$ cat src/rtl/xoodyak_cmd_feeder.sv
// Command FIFO and hold sequencer ahead of xoodyak_build: queues host commands,
// zero-masks data beyond the byte count, and holds each on opmode/input_data for HOLD_CYCLES.
module xoodyak_cmd_feeder #(
  parameter int          DEPTH       = 4,
  parameter int          HOLD_CYCLES = 4,
  parameter logic [4:0]  IDLE_OP     = 5'h00
) (
  input  logic                     eph1,
  input  logic                     reset,
  input  logic                     cmd_valid,
  output logic                     cmd_ready,
  input  logic                     cmd_hash,
  input  logic [3:0]               cmd_op,
  input  logic [5:0]               cmd_nbytes,
  input  logic [351:0]             cmd_data,
  input  logic                     flush,
  output logic [4:0]               opmode,
  output logic [351:0]             input_data,
  output logic                     issue_active,
  output logic                     issue_last,
  output logic [$clog2(DEPTH):0]   fifo_count
);

  localparam int AW = $clog2(DEPTH);
  localparam int CW = AW + 1;
  localparam int HW = $clog2(HOLD_CYCLES + 1);
  localparam int EW = 5 + 352;
  localparam logic [HW-1:0] HOLD_INIT = HW'(HOLD_CYCLES - 1);

  typedef enum logic {S_IDLE, S_ISSUE} state_t;

  // Keep byte i (byte 0 = MSB) only when i < min(nbytes, 44).
  function automatic logic [351:0] mask_data(input logic [351:0] d, input logic [5:0] n);
    logic [5:0]   ns;
    logic [351:0] m;
    ns = (n > 6'd44) ? 6'd44 : n;
    m  = '0;
    for (int i = 0; i < 44; i++) begin
      if (i < int'(ns)) m[351-8*i -: 8] = 8'hFF;
    end
    return d & m;
  endfunction

  logic [EW-1:0]  mem_q [DEPTH];
  logic [AW-1:0]  wr_ptr_q, wr_ptr_d;
  logic [AW-1:0]  rd_ptr_q, rd_ptr_d;
  logic [CW-1:0]  count_q, count_d;
  state_t         state_q, state_d;
  logic [HW-1:0]  hold_q, hold_d;
  logic [4:0]     opmode_q, opmode_d;
  logic [351:0]   data_q, data_d;
  logic           push, pop;
  logic [EW-1:0]  head;

  assign cmd_ready = (count_q != CW'(DEPTH));
  assign head      = mem_q[rd_ptr_q];

  always_comb begin
    push     = cmd_valid & cmd_ready & ~flush;
    pop      = 1'b0;
    state_d  = state_q;
    hold_d   = hold_q;
    opmode_d = opmode_q;
    data_d   = data_q;
    if (flush) begin
      state_d  = S_IDLE;
      hold_d   = '0;
      opmode_d = IDLE_OP;
      data_d   = '0;
    end else begin
      case (state_q)
        S_IDLE: begin
          if (count_q != '0) begin
            pop      = 1'b1;
            state_d  = S_ISSUE;
            hold_d   = HOLD_INIT;
            opmode_d = head[EW-1 -: 5];
            data_d   = head[351:0];
          end
        end
        S_ISSUE: begin
          if (hold_q == '0) begin
            // Next command follows with no idle gap when one is queued.
            if (count_q != '0) begin
              pop      = 1'b1;
              hold_d   = HOLD_INIT;
              opmode_d = head[EW-1 -: 5];
              data_d   = head[351:0];
            end else begin
              state_d  = S_IDLE;
              opmode_d = IDLE_OP;
              data_d   = '0;
            end
          end else begin
            hold_d = hold_q - HW'(1);
          end
        end
        default: state_d = S_IDLE;
      endcase
    end
  end

  always_comb begin
    wr_ptr_d = wr_ptr_q;
    rd_ptr_d = rd_ptr_q;
    count_d  = count_q;
    if (flush) begin
      wr_ptr_d = '0;
      rd_ptr_d = '0;
      count_d  = '0;
    end else begin
      if (push) wr_ptr_d = wr_ptr_q + AW'(1);
      if (pop)  rd_ptr_d = rd_ptr_q + AW'(1);
      count_d = count_q + CW'(push) - CW'(pop);
    end
  end

  always_ff @(posedge eph1) begin
    if (reset) begin
      state_q  <= S_IDLE;
      hold_q   <= '0;
      wr_ptr_q <= '0;
      rd_ptr_q <= '0;
      count_q  <= '0;
      opmode_q <= IDLE_OP;
      data_q   <= '0;
    end else begin
      state_q  <= state_d;
      hold_q   <= hold_d;
      wr_ptr_q <= wr_ptr_d;
      rd_ptr_q <= rd_ptr_d;
      count_q  <= count_d;
      opmode_q <= opmode_d;
      data_q   <= data_d;
    end
  end

  // Storage is data-only; validity is tracked by the pointers and count.
  always_ff @(posedge eph1) begin
    if (push) mem_q[wr_ptr_q] <= {cmd_hash, cmd_op, mask_data(cmd_data, cmd_nbytes)};
  end

  assign opmode       = opmode_q;
  assign input_data   = data_q;
  assign issue_active = (state_q == S_ISSUE);
  assign issue_last   = (state_q == S_ISSUE) && (hold_q == '0);
  assign fifo_count   = count_q;

endmodule
$ cat config.mk
export PLATFORM = sky130hd
export DESIGN_NAME = xoodyak_cmd_feeder
export DESIGN_NICKNAME = d
export VERILOG_FILES = /design/src/rtl/xoodyak_cmd_feeder.sv
export SDC_FILE = /design/constraint.sdc
export NUM_CORES = 2
export LEC_CHECK = 0
export CAP_MARGIN = 20
export CELL_PAD_IN_SITES_DETAIL_PLACEMENT = 1
export CELL_PAD_IN_SITES_GLOBAL_PLACEMENT = 2
export CORE_MARGIN = 3
export CORE_UTILIZATION = 43
export DETAILED_ROUTE_END_ITERATION = 10
export PLACE_DENSITY = 0.78
export SKIP_CTS_REPAIR_TIMING = 1
export SYNTH_ARGS = -nofsm -noshare
export SYNTH_HDL_FRONTEND = slang
export SYNTH_SLANG_ARGS = --single-unit
$ cat constraint.sdc
create_clock -name eph1 -period 14.9 [get_ports eph1]
set_clock_uncertainty 0.2 [all_clocks]
set_input_delay 2.98 -clock eph1 [delete_from_list [all_inputs] [get_ports eph1]]
set_output_delay 2.98 -clock eph1 [all_outputs]
set_load 0.03 [all_outputs]
==> results.md <==
* Post-Place Worst Slack at 7240 ps
* Synth Cell Area at 0.0661 sq mm
* Area growth syn-to-layout at 23.3%
* Synth top area cells: edfxtp_1 65%, mux4_2 12%, dfxtp_1 11%, a32o_1 5.4%, and2_1 1.7%
* WHS at 270 ps
* Most frequent cells in the layout: 1,428 x edfxtp_1, 727 x clkdlybuf4s50_1, 368 x dfxtp_1
* Critical Path Start Type: primary input
* Multiplexer share of the synthesized area at 0.122
* Compound-Gate Fraction of Synth Area at 0.0577
* Fin crit period at 6790 ps
* Setup TNS at 0 ps
* Clk sink count at 1,798
* Final WL at 178 mm
* Worst Tran Pin Value at 1140 ps
* WL/cell at 28.8 um
* Synth warn at 0
* Layout cells sized above 1 at 0.174
* Number of global-route vias before repair at 37,300
* Clk pin slew, worst setup/hold paths at 60 ps
* Most common cell after layout, fill and taps aside: edfxtp_1
* Leakage at 25.9 nW
* Largest net degree at the start of global routing at 155
* Synth Net Count at 3,587
* Detailed Routing Iterations Pass 1 at 6
* Synth area leader: edfxtp_1
* DRT iter0 DRCs at 2,966
* Worst setup margin at 8110 ps
* Initial Util at 0.434
* # rows at 143
* Total global routing overflow at 0
* Die Span X at 398 um
* First-pass GRT wire length at 257 mm
* Die area at 0.159 sq mm
* Clock root buffer: clkbuf_16
* Max-slew violation count at 0
* Syn Inst Count at 3,211
* Post-DRT Antenna Nets at 0
* Post-DP Area at 0.0754 sq mm
* Final GP Congestion at 0.732
* Run status: completed
* H-tree depth at 4
* Final setup fails at 0
* Post-Synth Adder-Cell Area at 0.00182
* Clock Latency Late Sink at 790 ps
* Synth Area in Simple Gates at 0.0391
* Slew HR at 0.237
* # DRC at 0
* Critical path capture point type: flop
* Synth top area share at 0.648
* Initial antenna violation count at 20
* PwrDens at 135 mW/mm^2
* Fmax at 147 MHz
* I/O pins at 730
* Worst EP arrival at 6980 ps
* Hpwl dp at 110 mm
* Count of cell types in the netlist at 42
* Layout Nets at 4,348
* Worst EP required at 15,100 ps
* Count of input and output buffers at 729
* Main combinational cell family by area after synthesis: multiplexers
* Post-route cell area at 0.0815 sq mm
* Core area at 0.152 sq mm
* Sequential-to-total area share from yosys stat at 0.760
* Via/cell ratio at 5.66
* Final Hold Fails at 0
* Crit path max fanout at 60
* Via count at 34,900
* Worst VDD drop at 0.105 mV
* Fin crit share at 0.455
* Die height at 398 um
* Synth Area in XOR/XNOR at 0.000530
* Min-Delay Path Class: reg -> reg
* CTS buffer count at 180
* Max cap viols at 0
* Tot GR Track Use at 0.222
* CTS tree: built
* Bufs on Longest Clock Path at 3
* Setup CP Type: in -> reg
* RSZ-0062 raised after global routing: no
* Avg Synthesized Cell Area at 20.6 sq um
* #FFs+latches synth at 1,798
cells in the mapped netlist, drive strengths merged:
| cell type | instances |
|---|---|
| and3 | 8 |
| fa | 1 |
| a21oi | 15 |
| xnor2 | 3 |
| a21o | 2 |
| a31oi | 4 |
| mux4 | 357 |
| a31o | 1 |
| nor3 | 4 |
| a32o | 357 |
| ha | 8 |
| and2 | 183 |
| dfxtp | 370 |
| or3 | 2 |
| nor2 | 29 |
| clkbuf | 67 |
| or3b | 1 |
| inv | 11 |
| nand2 | 19 |
| a211oi | 2 |
| edfxtp | 1428 |
| and2b | 2 |
| or2 | 3 |
| buf | 143 |
| mux2 | 1 |
| nand3 | 3 |
| o21ai | 4 |
| xor2 | 1 |
| o21a | 2 |
| nor2b | 169 |
| nand2b | 3 |
| a21boi | 8 |
worst max-delay path, stage by stage:
cell,delay [ps]
clkdlybuf4s50_1,480
nand2_1,100
nor2_1,260
and2_4,850
buf_4,790
buf_4,660
buf_4,640
flip-flops by register name, indices dropped and copies added (netlist names), named ones only:
signal and cells:
rd_ptr_q 2, mem_q 1428, hold_q 3, wr_ptr_q 2, issue_active 1, opmode 5, fifo_count 3, input_data 352
metrics by stage:
stage | instances | power, mW | utilization
5_1_grt | 6161 | 11.3 | 0.535
4_1_cts | 6159 | 11.1 | 0.534
3_3_place_gp | 5819 | 6.49 | 0.494
6_report | 6170 | 11.0 | 0.535
2_1_floorplan | 3211 | 6.17 | -
3_5_place_dp | 5819 | 6.51 | 0.494
kinds of logic (layout without fill, tap and decap cells):
group                    Yosys count  in the layout
XOR/XNOR                           4              4
multiplexers                     358            358
buffers and inverters            221           1140
flip-flops                      1798           1798
other                              0             10
AO/OA/AOI/OAI                    395            395
adder cells (fa/ha/maj)            9              9
AND/OR/NAND/NOR                  426            426
where the power goes:
part | internal [mW] | switching (mW) | total [mW]
registers | 5.55 | 0.0555 | 5.60
logic | 0.325 | 0.465 | 0.790
clock network | 2.67 | 1.91 | 4.58
total | 8.54 | 2.43 | 11.0
metal layers:
metal / GRT usage / vias up / wire length, um
met5: 0 / - / 140
met4: 0.0624 / 18 / 4230
met3: 0.0506 / 218 / 13300
met2: 0.370 / 1323 / 88900
met1: 0.293 / 18500 / 70900
li1: - / 14900 / -
path summary, 6_finish.rpt:
check,startpoint,endpoint,slack (ps),cells past startpoint
max,cmd_valid,mem_q[2][187],8110,7
max reg2reg,hold_q[0],input_data[184],10050,9
min reg2reg,hold_q[0],hold_q[0],270,1
min,hold_q[0],hold_q[0],270,1
layout make-up:
cell class | instances | area (sq um)
timing repair buffer | 789 | 7880
clock buffer | 257 | 5230
clock inverter | 83 | 866
sequential | 1798 | 50300
fill | 13600 | 70900
multi-input combinational | 1192 | 14600
antenna | 10 | 25.0
inverter | 11 | 41.3
tap | 2030 | 2540
Note: power is estimated with default switching activity, not from simulation.
